==> src/rtl/dmem_arb_pkg.sv <==
`default_nettype none
// ============================================================================
//  Module      : dmem_arb_pkg
//  Description : Shared types and constants for the data-memory arbiter.
//                owner_e tags who owns an in-flight read, pri_e is the
//                priority state of the arbiter, plus default bus widths.
//  Revision    : 1.0  initial release
// ============================================================================
package dmem_arb_pkg;

   localparam int c_DEF_ADDR_W  = 9;
   localparam int c_DEF_DATA_W  = 32;
   localparam int c_STARVE_CNT_W = 4;

   typedef enum logic [1:0] {
      OWNER_NONE = 2'd0,
      OWNER_CORE = 2'd1,
      OWNER_DMA  = 2'd2
   } owner_e;

   typedef enum logic {
      CORE_PRI = 1'b0,
      DMA_PRI  = 1'b1
   } pri_e;

endpackage : dmem_arb_pkg
`default_nettype wire

==> src/rtl/dmem_starve_ctr.sv <==
`default_nettype none
// ============================================================================
//  Module      : dmem_starve_ctr
//  Description : Counts consecutive cycles in which the DMA requests but is
//                not granted. Clears on a grant or when the request drops,
//                saturates at the limit. hit_next flags that the counter's
//                next value equals the limit, so the priority FSM can switch
//                on the same edge the counter reaches it.
//  Ports       : clk      - clock, rising edge
//                reset    - asynchronous active-low reset
//                req      - DMA request
//                gnt      - DMA grant this cycle
//                limit    - saturation / switch threshold
//                hit_next - next counter value equals limit
//  Revision    : 1.0  initial release
// ============================================================================
module dmem_starve_ctr #(
   parameter int CNT_W = 4
) (
   input  logic             clk,
   input  logic             reset,
   input  logic             req,
   input  logic             gnt,
   input  logic [CNT_W-1:0] limit,
   output logic             hit_next
);

   logic [CNT_W-1:0] r_cnt;
   logic [CNT_W-1:0] w_cnt_next;

   always_comb begin
      w_cnt_next = '0;
      if (req && !gnt) begin
         if (r_cnt >= limit) begin
            w_cnt_next = limit;
         end else begin
            w_cnt_next = r_cnt + 1'b1;
         end
      end
   end

   assign hit_next = (w_cnt_next == limit);

   always_ff @(posedge clk or negedge reset) begin
      if (!reset) begin
         r_cnt <= '0;
      end else begin
         r_cnt <= w_cnt_next;
      end
   end

endmodule : dmem_starve_ctr
`default_nettype wire

==> src/rtl/dmem_arbiter.sv <==
`default_nettype none
// ============================================================================
//  Module      : dmem_arbiter
//  Description : Shares one synchronous-read data-memory port between the
//                core MEM stage and a DMA/debug loader. The core wins
//                conflicts by default; after STARVE_LIMIT consecutive denied
//                DMA cycles the DMA wins exactly one conflict. Read data is
//                returned the cycle after the access to whoever issued it.
//  Ports       : clk, reset (async, active-low)
//                core_rd/core_wr/core_addr/core_wr_data - core request
//                core_stall, core_rvalid, core_rd_data   - core response
//                dma_req/dma_we/dma_addr/dma_wr_data     - DMA request
//                dma_gnt, dma_rvalid, dma_rd_data        - DMA response
//                mem_rd/mem_wr/mem_addr/mem_wr_data      - memory command
//                mem_rd_data                             - memory read data
//  Revision    : 1.0  initial release
// ============================================================================
module dmem_arbiter #(
   parameter int          DATA_W       = 32,
   parameter int          ADDR_W       = 9,
   parameter int unsigned STARVE_LIMIT = 4
) (
   input  logic              clk,
   input  logic              reset,
   // core side
   input  logic              core_rd,
   input  logic              core_wr,
   input  logic [ADDR_W-1:0] core_addr,
   input  logic [DATA_W-1:0] core_wr_data,
   output logic              core_stall,
   output logic              core_rvalid,
   output logic [DATA_W-1:0] core_rd_data,
   // DMA side
   input  logic              dma_req,
   input  logic              dma_we,
   input  logic [ADDR_W-1:0] dma_addr,
   input  logic [DATA_W-1:0] dma_wr_data,
   output logic              dma_gnt,
   output logic              dma_rvalid,
   output logic [DATA_W-1:0] dma_rd_data,
   // memory side
   output logic              mem_rd,
   output logic              mem_wr,
   output logic [ADDR_W-1:0] mem_addr,
   output logic [DATA_W-1:0] mem_wr_data,
   input  logic [DATA_W-1:0] mem_rd_data
);

   import dmem_arb_pkg::*;

   localparam logic [c_STARVE_CNT_W-1:0] c_STARVE_LIMIT = c_STARVE_CNT_W'(STARVE_LIMIT);

   pri_e   r_pri;
   pri_e   w_pri_next;
   owner_e r_ret_owner;
   owner_e w_ret_owner_next;

   logic w_core_req;
   logic w_core_granted;
   logic w_dma_granted;
   logic w_starve_hit_next;

   // ------------------------------------------------------------------------
   // Grant. The DMA takes the port when it is alone, or on a conflict while
   // in DMA_PRI. Everything is masked while reset is held so all outputs
   // read 0 regardless of the requesters.
   // ------------------------------------------------------------------------
   always_comb begin
      w_core_req     = core_rd | core_wr;
      w_dma_granted  = reset & dma_req & (~w_core_req | (r_pri == DMA_PRI));
      w_core_granted = reset & w_core_req & ~w_dma_granted;
   end

   assign core_stall = reset & w_core_req & ~w_core_granted;
   assign dma_gnt    = w_dma_granted;

   // ------------------------------------------------------------------------
   // Memory command mux. A core access with both rd and wr set is a write;
   // the read strobe is suppressed so no return is ever generated for it.
   // ------------------------------------------------------------------------
   always_comb begin
      mem_rd      = 1'b0;
      mem_wr      = 1'b0;
      mem_addr    = '0;
      mem_wr_data = '0;
      if (w_core_granted) begin
         mem_wr      = core_wr;
         mem_rd      = core_rd & ~core_wr;
         mem_addr    = core_addr;
         mem_wr_data = core_wr_data;
      end else if (w_dma_granted) begin
         mem_wr      = dma_we;
         mem_rd      = ~dma_we;
         mem_addr    = dma_addr;
         mem_wr_data = dma_wr_data;
      end
   end

   // ------------------------------------------------------------------------
   // Starvation counter
   // ------------------------------------------------------------------------
   dmem_starve_ctr #(
      .CNT_W (c_STARVE_CNT_W)
   ) u_starve_ctr (
      .clk      (clk),
      .reset    (reset),
      .req      (dma_req),
      .gnt      (w_dma_granted),
      .limit    (c_STARVE_LIMIT),
      .hit_next (w_starve_hit_next)
   );

   // ------------------------------------------------------------------------
   // Priority FSM. DMA_PRI holds for a single DMA grant (or until the DMA
   // gives up), then the core regains default priority.
   // ------------------------------------------------------------------------
   always_comb begin
      w_pri_next = r_pri;
      case (r_pri)
         CORE_PRI: begin
            if (w_starve_hit_next) begin
               w_pri_next = DMA_PRI;
            end
         end
         DMA_PRI: begin
            if (w_dma_granted || !dma_req) begin
               w_pri_next = CORE_PRI;
            end
         end
         default: w_pri_next = CORE_PRI;
      endcase
   end

   // Owner of the read issued this cycle; returned data is routed to it next
   // cycle. Only one access per cycle, so a single tag covers full-rate reads.
   always_comb begin
      w_ret_owner_next = OWNER_NONE;
      if (mem_rd) begin
         w_ret_owner_next = w_core_granted ? OWNER_CORE : OWNER_DMA;
      end
   end

   always_ff @(posedge clk or negedge reset) begin
      if (!reset) begin
         r_pri       <= CORE_PRI;
         r_ret_owner <= OWNER_NONE;
      end else begin
         r_pri       <= w_pri_next;
         r_ret_owner <= w_ret_owner_next;
      end
   end

   // ------------------------------------------------------------------------
   // Read return routing; the non-owner sees zero data.
   // ------------------------------------------------------------------------
   always_comb begin
      core_rvalid  = 1'b0;
      dma_rvalid   = 1'b0;
      core_rd_data = '0;
      dma_rd_data  = '0;
      if (reset) begin
         if (r_ret_owner == OWNER_CORE) begin
            core_rvalid  = 1'b1;
            core_rd_data = mem_rd_data;
         end else if (r_ret_owner == OWNER_DMA) begin
            dma_rvalid  = 1'b1;
            dma_rd_data = mem_rd_data;
         end
      end
   end

endmodule : dmem_arbiter
`default_nettype wire

==> config.mk <==
export PLATFORM = sky130hd
export DESIGN_NAME = dmem_arbiter
export DESIGN_NICKNAME = d
export VERILOG_FILES = /design/src/rtl/dmem_arb_pkg.sv /design/src/rtl/dmem_starve_ctr.sv /design/src/rtl/dmem_arbiter.sv
export SDC_FILE = /design/constraint.sdc
export NUM_CORES = 1
export LEC_CHECK = 0
export ABC_CLOCK_PERIOD_IN_PS = 2300
export BUFFER_PORTS_ARGS = -buffer_cell sky130_fd_sc_hd__buf_2
export CORE_AREA = 2 2 91 93
export DETAILED_ROUTE_END_ITERATION = 10
export DIE_AREA = 0 0 93 95
export GPL_TIMING_DRIVEN = 0
export PLACE_DENSITY = 0.63
export SLEW_MARGIN = 20
export SYNTH_ARGS = -nofsm -noshare
export SYNTH_HDL_FRONTEND = slang
export SYNTH_HIERARCHICAL = 1
export SYNTH_SLANG_ARGS = --single-unit
==> constraint.sdc <==
create_clock -name clk -period 2.3 [get_ports clk]
set_clock_uncertainty 0.1 [all_clocks]
set_input_delay 0.115 -clock clk [delete_from_list [all_inputs] [get_ports clk]]
set_output_delay 0.115 -clock clk [all_outputs]
set_load 0.01 [all_outputs]
Word-level counts from Yosys, hierarchy flattened
Index checks and enable logic that the tools add are counted.
Cells by class
  eq/ne operators: 3
  bitwise operators: 14
  mux-type cells: 25
  $lt $le $gt $ge: 1
  $add $sub $neg: 1
  reductions and logical operators: 4
Operator list (count)
  $mux 32: 7
  $mux 9: 2
  $mux 1: 11
  $mux 4: 2
  $and 1x1->1: 6
  $not 1->1: 6
  $add 4x1->4 const B: 1
  $eq 4x3->1 const B: 1
  $ge 4x3->1 const B: 1
  $mux 2: 2
  $eq 2x1->1 const B: 1
  $eq 2x2->1 const B: 1
  $logic_not 1->1: 2
  $or 1x1->1: 2
  $pmux 1 s2: 1
  $logic_and 1x1->1: 1
  $logic_or 1x1->1: 1
Word-level totals
  flip-flop bits (word level): 7
  output and inout bits: 111

Depth between registers and ports, before layout
  depth in word-level cells: 10
  mapped depth: 9

Cells and area by module
The synthesis kept the hierarchy.
By module, submodules not included
  dmem_arbiter: times used 1, cells each 145, area an instance 1097.3 um^2
  dmem_starve_ctr: times used 1, cells each 38, area an instance 361.6 um^2

Worst setup path before layout
OpenSTA, ideal clock, no wires.
  kind: register to register
  start point: reg r_pri
  end point: reg r_pri
  period minus slack after synthesis: 1806 ps
  data required time: 2074 ps
  arrival: 1580 ps
  path buffers: 2
  setup slack: 494 ps
  library setup time: 126 ps
  stages on the path, launching flop included: 9
  cell sequence: dfrtp_1 > o211a_1 > buf_6 > buf_8 > nand2b_1 > o221a_1 > o21a_1 > inv_1 > o21ai_0
On the way
  word-level cells in the longest chain between the ends: 8
  elaborated cells between the ends (all ways): 11
  classes of those cells: eq/ne: 1; mux: 4; bitwise: 3; reduce/logical: 3
Ends and longest elaborated chain
  from (decl): RTL line dmem_arbiter.sv:53  | pri_e r_pri;
  from (signal assigned): RTL line dmem_arbiter.sv:148  | r_pri <= w_pri_next;
  $or 1x1->1: RTL line dmem_arbiter.sv:70  | w_dma_granted = reset & dma_req & (~w_core_req | (r_pri == DMA_PRI));
  $and 1x1->1: RTL line dmem_arbiter.sv:70
  via dma_gnt: RTL line dmem_arbiter.sv:38  | output logic dma_gnt,
  $logic_not 1->1: RTL line dmem_starve_ctr.sv:33  | if (req && !gnt) begin
  $logic_and 1x1->1: RTL line dmem_starve_ctr.sv:33
  $mux 4: RTL line dmem_starve_ctr.sv:33
  $eq 4x3->1: RTL line dmem_starve_ctr.sv:42  | assign hit_next = (w_cnt_next == limit);
  via w_starve_hit_next: RTL line dmem_arbiter.sv:61  | logic w_starve_hit_next;
  $mux 1: RTL line dmem_arbiter.sv:121  | if (w_starve_hit_next) begin
  $pmux 1 s2: RTL line dmem_arbiter.sv:119  | case (r_pri)
  via w_pri_next: RTL line dmem_arbiter.sv:54  | pri_e w_pri_next;
The timed path passes the listed nets, and every way through them passes these cells.

Worst setup path after layout
  start point: in reset
  end point: reg r_pri
On the way
  word-level cells in the longest chain between the ends: 8
  elaborated cells between the ends (all ways): 10
  classes of those cells: eq/ne: 1; mux: 4; bitwise: 2; reduce/logical: 3
Ends and longest elaborated chain
  from (decl): RTL line dmem_arbiter.sv:24  | input logic reset,
  $and 1x1->1 (2 in a row): RTL line dmem_arbiter.sv:70
  $logic_not 1->1: RTL line dmem_starve_ctr.sv:33
  $logic_and 1x1->1: RTL line dmem_starve_ctr.sv:33
  $mux 4: RTL line dmem_starve_ctr.sv:33
  $eq 4x3->1: RTL line dmem_starve_ctr.sv:42
  via w_starve_hit_next: RTL line dmem_arbiter.sv:61
  $mux 1: RTL line dmem_arbiter.sv:121
  $pmux 1 s2: RTL line dmem_arbiter.sv:119
  via w_pri_next: RTL line dmem_arbiter.sv:54
The timed path passes the listed nets, and every way through them passes these cells.

==> results.ini <==
[run_status]
status = finished clean

[synth]
synth.largest_area_cell = and2_1
syn-instance-count = 183
synthMuxAreaShare_pct = 2.058
synth_area_leaders = and2_1 (28%), a22o_1 (25%), dfrtp_1 (12%)
synthAdderAreaFrac_pct = 4.288
synth_edf_count = 0
synth_area_um2 = 1459
yosys.area_share.simple_pct = 35.42
async_reset_ff_share_pct = 100.0
yosysSeqAreaShare_pct = 12.01
synth_top_family_by_area = simple AND/OR/NAND/NOR gates
synth_xor_area_share_pct = 1.715
ys_types = 38
synth-compound-area-share_pct = 33.28
ys.flop_type = dfrtp_1
yosysWarnings = 6
syn_area_per_cell_um2 = 7.972
yosysTopAreaCellShare_pct = 27.87
synth-seq-cells = 7

[timing]
slew_viol_final = 0
rsz0062_at_grt = false
period_minus_slack_ns = 2.101
hold_ws_ns = 0.006700
finalSetupTns_ns = 0
fin_crit_sh_pct = 91.34
fmax_mhz = 476.0
setup_viol = 0
final-hold-violation-count = 0

[floorplanning]
die_h_um = 95
die_width_um = 93
core_um2 = 7928
num_rows = 33
dieArea_um2 = 8835
io_pins = 231
start_util_pct = 18.40

[cts]
clock_latency_ns = 0.22
clock_sinks = 7
clock-root-buffer = clkbuf_8
clock_path_buffers = 2
cts-htree-levels = 1
path_clk_slew_ns = 0.04
cts_tree = built
cts_buffers = 3
post_cts_buffers = 0

[worst_setup_path]
worst_setup_path_end_kind = register
cp.arrival_ns = 2.10
required_ns = 2.30
criticalPathCategory = input pin to register
cp-start-kind = input pin
critPathMaxFanout = 14

[pwr]
switching_share_pct = 41.29
powerDensity_nw_per_um2 = 397.3
clkPwrFrac_pct = 15.0
p_leak_nw = 1.858
p_int_mw = 0.6661
peakVddDrop_v = 0.0001946
p_comb_share_pct = 66.9
seq_power_share_pct = 18.1
switchingPower_mw = 0.4684

[routing]
drt_pass1_iterations = 4
via_per_inst = 4.225
via_count = 2269
post_drt_wl_per_cell_um = 12.74
drt_iter0_drc = 55
drt_wl_total_mm = 6.840
drc = 0
drtAntennaViolNets = 0

[finish]
final_cells = 537
nets = 558
post-route-util_pct = 36.02
antenna-diode-count = 0
syn_to_final_growth_pct = 95.71
design_area_um2 = 2855
layout-drive-gt1-share_pct = 58.33
nFillCells = 862

[grt]
grt_max_degree = 15
overflow = 0
grt_antenna_before_repair = 1
track_usage_pct = 13.60
grt_pass1_vias = 1987
grt_pass1_wl_mm = 9.528

[place]
portBuffers = 230
gp_congestion = 0.7765
place_area_um2 = 2794
hpwl_mm = 6.183
dp.cells = 532

[worst_hold_path]
hp-class = input pin to register

[job]
maxCapViolCount = 0

-- metal layers --
metal	vias to the layer above	GRT usage [%]	part of all wire, %
met5	-	0	0.16
met4	2	1.103	0
met3	2	3.512	10
met2	145	26.33	52
met1	985	15.54	38
li1	1135	-	-
-- critical path, cell delays in order --
cell and delay [ns]:
dlygate4sd3_1 0.53, clkbuf_4 0.21, o211a_1 0.16, buf_6 0.15
buf_8 0.14, nand2b_1 0.24, o221a_1 0.25, o21a_1 0.16
inv_1 0.05, o21ai_0 0.07
-- worst paths after layout --
check	endpoint	startpoint	depth (start not counted)	slack, ns
max	r_pri$_DFF_PN0_	reset	10	0.20
min in group asynchronous	r_ret_owner[0]$_DFF_PN0_	reset	2	0.19
min	r_ret_owner[0]$_DFF_PN0_	core_wr	2	0.007
max in group asynchronous	u_starve_ctr/r_cnt[0]$_DFF_PN0_	reset	2	1.76
max reg2reg	r_pri$_DFF_PN0_	r_pri$_DFF_PN0_	8	0.31
min reg2reg	r_pri$_DFF_PN0_	r_pri$_DFF_PN0_	1	0.48
-- synth_stat cells (all sizes together) (2+ instances only) --
cell type / count
nor2: 8
a22o: 41
o21ai: 2
buf: 11
mux2i: 3
and2: 65
inv: 8
dfrtp: 7
clkbuf: 4
nand2: 3
nand2b: 3
xnor2: 2
a21oi: 2
nand3: 2
ha: 5
conb: 2
-- sequential cells by signal, summed over array words and instances, names as in the netlist --
signal              count
r_ret_owner             2
r_pri                   1
u_starve_ctr/r_cnt      4
-- layout by cell type (no fill, tap or decap), types with 2 or more instances in the layout --
master	netlist	final
ha_1	5	5
nand2_1	3	3
nand3_1	2	2
and2_1	65	65
buf_2	2	231
buf_8	4	4
conb_1	2	16
inv_1	8	8
clkbuf_8	0	3
mux2i_1	3	3
nand2b_1	3	3
a21oi_1	2	2
dfrtp_1	7	7
a22o_1	41	41
buf_4	4	4
clkbuf_1	4	3
nor2_1	6	5
nor2_2	1	2
-- final cells by class --
type,count,area [um^2],share of cell area (%)
Buffer,15,127.6,4.470
Inverter,8,30.03,1.052
Timing Repair Buffer,231,1164,40.75
Sequential cell,7,175.2,6.135
Tap cell,105,131.4,4.601
Multi-Input combinational cell,167,1182,41.41
Clock buffer,4,45.04,1.578
-- timing repair --
item | in CTS | in global routing
endpoints found under the hold margin | 7 | 0
setup endpoints to repair | 0 | 27
hold buffers | 1 | 0
resized for setup | 0 | 5
-- logic make-up (layout without fill, tap and decap cells) --
| kind of cell | Yosys count | after routing |
|---|---|---|
| AO/OA/AOI/OAI | 56 | 56 |
| adder cells (fa/ha/maj) | 5 | 5 |
| AND/OR/NAND/NOR | 85 | 85 |
| buffers and inverters | 23 | 258 |
| XOR/XNOR | 2 | 2 |
| other | 2 | 16 |
| flip-flops | 7 | 7 |
| multiplexers | 3 | 3 |
-- power groups by stage --
stage	registers, mW	clock network [mW]	logic (mW)
CTS	0.207	0.176	0.766
global route	0.213	0.186	0.848
finish	0.206	0.170	0.759
detailed placement	0.209	0	0.762
floorplan	0.195	0	0.480
global placement	0.206	0	0.752
-- stage by stage --
stage / worst slack [ns] / total power [mW]
after global placement: 0.3124 / 0.9571
after global routing: 0.07901 / 1.247
after detailed placement: 0.3201 / 0.9702
final: 0.1991 / 1.135
after floorplan: 0.4938 / 0.6748
after CTS: 0.03725 / 1.148
Note: power is estimated with default switching activity, not from simulation.
